File: src/rtl/turn_match_ctrl.sv
`default_nettype none
// ============================================================================
// Module   : turn_match_ctrl
// Brief    : Memory-match turn/pair controller: picks, reveal selects, pair
//            comparison, per-player scores and per-turn timeout.
// Revision : 1.0
// ============================================================================
module turn_match_ctrl #(
    parameter int N_CELLS     = 16,
    parameter int SHOW_CYCLES = 50,
    parameter int TURN_CYCLES = 1000
) (
    input  logic               clk_Temp,
    input  logic               rst,
    input  logic               pick,
    input  logic [3:0]         cursor,
    input  logic [3:0]         cell_label,
    input  logic               cell_open,
    output logic [N_CELLS-1:0] select,
    output logic               par,
    output logic               player,
    output logic               counter,
    output logic [3:0]         score0,
    output logic [3:0]         score1,
    output logic               game_over
);

    localparam int TW = $clog2(TURN_CYCLES);
    localparam int SW = $clog2(SHOW_CYCLES + 1);
    localparam logic [TW-1:0]      TIMER_LAST = TW'(TURN_CYCLES - 1);
    localparam logic [SW-1:0]      SHOW_LAST  = SW'(SHOW_CYCLES - 1);
    localparam logic [3:0]         ALL_PAIRS  = 4'(N_CELLS / 2);
    localparam logic [4:0]         CELL_LIMIT = 5'(N_CELLS);
    localparam logic [N_CELLS-1:0] SEL_ONE    = {{(N_CELLS-1){1'b0}}, 1'b1};

    typedef enum logic [2:0] {
        ST_FIRST  = 3'd0,
        ST_SECOND = 3'd1,
        ST_CMP    = 3'd2,
        ST_MATCH  = 3'd3,
        ST_SHOW   = 3'd4,
        ST_OVER   = 3'd5
    } state_t;

    state_t             state_q,   state_d;
    logic [N_CELLS-1:0] select_q,  select_d;
    logic               counter_q, counter_d;
    logic               player_q,  player_d;
    logic [3:0]         score0_q,  score0_d;
    logic [3:0]         score1_q,  score1_d;
    logic [3:0]         pairs_q,   pairs_d;
    logic [TW-1:0]      timer_q,   timer_d;
    logic [SW-1:0]      show_q,    show_d;
    logic [3:0]         idx_a_q,   idx_a_d;
    logic [3:0]         label_a_q, label_a_d;
    logic [3:0]         label_b_q, label_b_d;

    logic               w_valid;
    logic               w_timeout;
    logic [N_CELLS-1:0] w_hit;

    assign w_valid   = pick && !cell_open && ({1'b0, cursor} < CELL_LIMIT);
    assign w_hit     = SEL_ONE << cursor;
    assign w_timeout = ((state_q == ST_FIRST) || (state_q == ST_SECOND)) &&
                       (timer_q == TIMER_LAST);

    always_comb begin
        state_d   = state_q;
        select_d  = select_q;
        player_d  = player_q;
        score0_d  = score0_q;
        score1_d  = score1_q;
        pairs_d   = pairs_q;
        timer_d   = timer_q;
        show_d    = show_q;
        idx_a_d   = idx_a_q;
        label_a_d = label_a_q;
        label_b_d = label_b_q;

        case (state_q)
            ST_FIRST, ST_SECOND: begin
                // Timeout has priority over a pick arriving on the same edge
                if (w_timeout) begin
                    select_d = '0;
                    timer_d  = '0;
                    player_d = ~player_q;
                    state_d  = ST_FIRST;
                end else begin
                    timer_d = timer_q + TW'(1);
                    if (state_q == ST_FIRST && w_valid) begin
                        idx_a_d   = cursor;
                        label_a_d = cell_label;
                        select_d  = w_hit;
                        state_d   = ST_SECOND;
                    end else if (state_q == ST_SECOND && w_valid && cursor != idx_a_q) begin
                        label_b_d = cell_label;
                        select_d  = select_q | w_hit;
                        state_d   = ST_CMP;
                    end
                end
            end
            ST_CMP: begin
                timer_d = '0;
                show_d  = '0;
                state_d = (label_a_q == label_b_q) ? ST_MATCH : ST_SHOW;
            end
            ST_MATCH: begin
                select_d = '0;
                if (!player_q) begin
                    score0_d = (score0_q == 4'hF) ? score0_q : score0_q + 4'd1;
                end else begin
                    score1_d = (score1_q == 4'hF) ? score1_q : score1_q + 4'd1;
                end
                pairs_d = pairs_q + 4'd1;
                state_d = (pairs_d == ALL_PAIRS) ? ST_OVER : ST_FIRST;
            end
            ST_SHOW: begin
                if (show_q == SHOW_LAST) begin
                    select_d = '0;
                    player_d = ~player_q;
                    show_d   = '0;
                    state_d  = ST_FIRST;
                end else begin
                    show_d = show_q + SW'(1);
                end
            end
            ST_OVER: begin
                select_d = '0;
            end
            default: begin
                select_d = '0;
                state_d  = ST_FIRST;
            end
        endcase

        // Registered so it reads 0 while reset is asserted
        counter_d = (state_d == ST_FIRST) || (state_d == ST_SECOND);
    end

    always_ff @(posedge clk_Temp or negedge rst) begin
        if (!rst) begin
            state_q   <= ST_FIRST;
            select_q  <= '0;
            counter_q <= 1'b0;
            player_q  <= 1'b0;
            score0_q  <= '0;
            score1_q  <= '0;
            pairs_q   <= '0;
            timer_q   <= '0;
            show_q    <= '0;
            idx_a_q   <= '0;
            label_a_q <= '0;
            label_b_q <= '0;
        end else begin
            state_q   <= state_d;
            select_q  <= select_d;
            counter_q <= counter_d;
            player_q  <= player_d;
            score0_q  <= score0_d;
            score1_q  <= score1_d;
            pairs_q   <= pairs_d;
            timer_q   <= timer_d;
            show_q    <= show_d;
            idx_a_q   <= idx_a_d;
            label_a_q <= label_a_d;
            label_b_q <= label_b_d;
        end
    end

    assign select    = select_q;
    assign par       = (state_q == ST_MATCH);
    assign player    = player_q;
    assign counter   = counter_q;
    assign score0    = score0_q;
    assign score1    = score1_q;
    assign game_over = (state_q == ST_OVER);

endmodule
`default_nettype wire

File: config.mk
export PLATFORM = sky130hd
export DESIGN_NAME = turn_match_ctrl
export DESIGN_NICKNAME = d
export VERILOG_FILES = /design/src/rtl/turn_match_ctrl.sv
export SDC_FILE = /design/constraint.sdc
export NUM_CORES = 1
export LEC_CHECK = 0
export BUFFER_PORTS_ARGS = -buffer_cell sky130_fd_sc_hd__buf_4
export CAP_MARGIN = 15
export CELL_PAD_IN_SITES_DETAIL_PLACEMENT = 1
export CELL_PAD_IN_SITES_GLOBAL_PLACEMENT = 1
export CORE_ASPECT_RATIO = 0.6
export CORE_MARGIN = 2
export CORE_UTILIZATION = 45
export DETAILED_ROUTE_END_ITERATION = 8
export PLACE_DENSITY = 0.9
export REMOVE_ABC_BUFFERS = 1
export SYNTH_ARGS = -nofsm -noshare
export SYNTH_HDL_FRONTEND = slang
export SYNTH_SLANG_ARGS = --single-unit
File: constraint.sdc
create_clock -name clk_Temp -period 2.5 [get_ports clk_Temp]
set_input_delay 0.375 -clock clk_Temp [delete_from_list [all_inputs] [get_ports clk_Temp]]
set_output_delay 0.375 -clock clk_Temp [all_outputs]
set_load 0.1 [all_outputs]
==> flow_metrics.py <==
metrics = {
    "clock_network": {
        "cts_root_buf": "clkbuf_16",
        "cts.sinks": 61,
        "clockBufferDepth": 2,
        "cts_setup_buffers": 0,
        "cts_tree": "built",
        "holdBufCountCts": 0,
        "clk-insertion-delay-late_ns": 0.33,
        "clk_pin_slew_ns": 0.05,
        "post_cts_resize_count": 0,
        "ctsHtreeMaxLevel": 3,
        "cts_made_buffers": 9,
    },
    "final_layout": {
        "diodes": 0,
        "area_growth_pct": 20.3,
        "finish.instance_area_mm2": 0.00373,
        "fin_nets": 350,
        "drive_gt1_share_pct": 24.7,
    },
    "synthesis": {
        "yosysUniqueCellTypes": 52,
        "syn_area_mm2": 0.00310,
        "synth_top_cells_by_area": "dfrtp_1 (49%), xnor2_1 (4.8%), a22o_1 (4.5%)",
        "synthTopCellsByCount": "dfrtp_1 (61), nor2_1 (28), o21ai_0 (25), nand2_1 (20), xnor2_1 (17)",
        "ys_seq_area_share_pct": 49.3,
        "yosysTopAreaCellShare_pct": 49.3,
        "synth_seq_cells": 61,
        "syn_avg_cell_area_um2": 10.7,
        "yosysWarnings": 0,
        "synth_edf_count": 0,
        "yosysMostFrequentCell": "dfrtp_1",
        "synthFlopType": "dfrtp_1",
        "yosysTopAreaCell": "dfrtp_1",
        "ys_async_sr_fraction_pct": 100,
        "synthCells": 289,
    },
    "floorplan": {
        "num_rows": 23,
        "die_x_um": 111,
        "die_area_mm2": 0.00759,
        "num_io_pins": 40,
        "core_area_mm2": 0.00668,
        "die_y_um": 68.3,
        "start_util_pct": 46.4,
    },
    "sta": {
        "relSlewSlack_pct": 48.2,
        "tns_ns": 0,
        "layout_min_cycle_time_ns": 2.23,
        "fin_skew_ns": 0.00434,
        "rsz0062_at_grt": "no",
        "post-route-period-util_pct": 89.1,
        "worstMarginPinSlew_ns": 0.777,
        "hold_viol_final": 0,
        "postLayoutSetupSlackWorst_ns": 0.272,
        "max_freq_mhz": 449,
        "setup_viol": 0,
        "slew_viol_final": 0,
    },
    "power": {
        "p_leak_nw": 1.74,
        "ir_drop_uv": 616,
        "switching_share_pct": 44.6,
        "pwr-share-clk_pct": 24.5,
        "p_switching_mw": 2.23,
        "power_frac_seq_pct": 31.8,
        "powerDensity_mw_per_mm2": 1340,
        "pwr-share-comb_pct": 43.7,
        "p_int_mw": 2.78,
    },
    "setup_path": {
        "crit_arrival_ns": 2.49,
        "worstRegToRegCells": 6,
        "path_depth": 6,
        "required_ns": 2.76,
        "r2r_slack_ns": 0.27,
        "r2r-end": "select[3]$_DFFE_PN0P_",
        "startpoint": "timer_q[0]$_DFFE_PN0P_",
        "r2r_start": "timer_q[0]$_DFFE_PN0P_",
        "startpoint_type": "flop",
        "crit_path_cell_trace": "ha_1 -> nand4b_4 -> o31a_1 -> nand3b_1 -> o21ai_0 -> a22o_1",
        "cp_slowest_stage_delay_ns": 0.43,
        "endpoint": "select[3]$_DFFE_PN0P_",
        "critPathTopFamily": "compound AO/OA/AOI/OAI gates",
        "critPathSlowestCell": "dfrtp_1",
        "worst_setup_path_end_kind": "flop",
        "setup.worst_path.class": "flop to flop",
        "crit_buf_inv": 0,
        "critPathMaxFanout": 9,
    },
    "route": {
        "first_pass_iters": 4,
        "first_iter_violations": 162,
        "drc": 0,
        "vias": 2471,
        "ant_nets": 0,
        "via_per_inst": 5.84,
        "wl_um": 8040,
        "wl_per_cell_um": 19.0,
    },
    "global_route": {
        "antenna_found_initial": 0,
        "grt_pass1_vias": 2530,
        "grt_max_degree": 62,
        "grt_usage_pct": 22.8,
        "grt_first_pass_wirelength_um": 13200,
        "overflow": 0,
    },
    "status": {
        "status": "completed",
    },
    "placement": {
        "dp_hpwl_um": 5520,
        "io_buffers": 39,
        "place_ws_ns": 0.382,
        "gp_congestion": 0.900,
        "placed_area_mm2": 0.00343,
    },
    "worst_hold_path": {
        "worst_hold_path_type": "input pin to async pin",
    },
    "job": {
        "cap_violations": 0,
    },
}
[sequential cells by signal (all words and copies together), names as in the netlist]
register / flops
select: 16
timer_q: 10
show_q: 6
idx_a_q: 4
label_a_q: 4
label_b_q: 4
pairs_q: 4
score0: 4
score1: 4
state_q: 3
counter: 1
player: 1
[cell type report]
| class | count | area, µm² |
|---|---|---|
| Timing Repair Buffer | 41 | 308 |
| Multi-Input combinational cell | 211 | 1470 |
| Inverter | 7 | 26.3 |
| Fill cell | 730 | 2950 |
| Tap cell | 87 | 109 |
| Sequential cell | 61 | 1530 |
| Clock buffer | 11 | 243 |
| Clock inverter | 5 | 50.0 |
[power groups by stage]
stage / logic, mW / clock network [mW] / registers [mW]
final: 2.19 / 1.23 / 1.60
after global routing: 2.32 / 1.31 / 1.64
after CTS: 2.20 / 1.25 / 1.59
after detailed placement: 2.17 / 0 / 1.60
after global placement: 2.08 / 0 / 1.57
after floorplan: 0.946 / 0 / 2.23
[per-stage QoR]
| step | instances | hold slack [ns] | power (mW) | utilization (%) |
|---|---|---|---|---|
| after floorplan | 279 | 0.0794 | 3.18 | - |
| after global placement | 407 | 0.468 | 3.64 | 51.4 |
| after detailed placement | 407 | 0.484 | 3.77 | 51.4 |
| after CTS | 423 | 0.150 | 5.04 | 55.8 |
| after global routing | 423 | 0.171 | 5.27 | 55.8 |
| final | 423 | 0.125 | 5.01 | 55.8 |
[layer usage]
layer / GRT usage (%) / routed length, µm / vias up / part of all wire [%]
met1: 30.1 / 3800 / 1282 / 47
met2: 36.9 / 3770 / 58 / 47
met4: 5.40 / 90 / 0 / 1.1
li1: - / - / 1121 / -
met3: 7.88 / 377 / 10 / 4.7
met5: 0 / 0 / - / 0
[layout by cell type, fill, tap and decap left out, types with 5 or more instances in the layout]
cell,Yosys,layout
xor2_1,5,5
dfrtp_1,61,61
nand2_1,20,20
xnor2_1,17,17
buf_4,1,41
nand4_1,5,5
o21ai_1,11,11
nand3_1,8,8
clkbuf_16,0,9
mux2_2,10,10
inv_1,6,6
ha_1,7,7
o21ai_0,25,25
nor2_1,28,28
nand2b_1,5,5
a22o_1,16,16
[cell families after synthesis]
group,synth area share [%]
AND/OR/NAND/NOR,16.8
AO/OA/AOI/OAI,15.9
flip-flops,49.3
XOR/XNOR,6.22
buffers and inverters,3.47
multiplexers,5.57
adder cells (fa/ha/maj),2.83
[worst min path at each step]
stage               slack, ns  cells after the start                     end
floorplan                0.08                      0       counter$_DFF_PN0_
global placement         0.47                      1   show_q[5]$_DFFE_PN0P_
detailed placement       0.48                      1  select[12]$_DFFE_PN0P_
CTS                      0.15                      1   score1[2]$_DFFE_PN0P_
global route             0.17                      1   score1[2]$_DFFE_PN0P_
finish                   0.12                      1   score1[2]$_DFFE_PN0P_
Note: power is estimated with default switching activity, not from simulation.
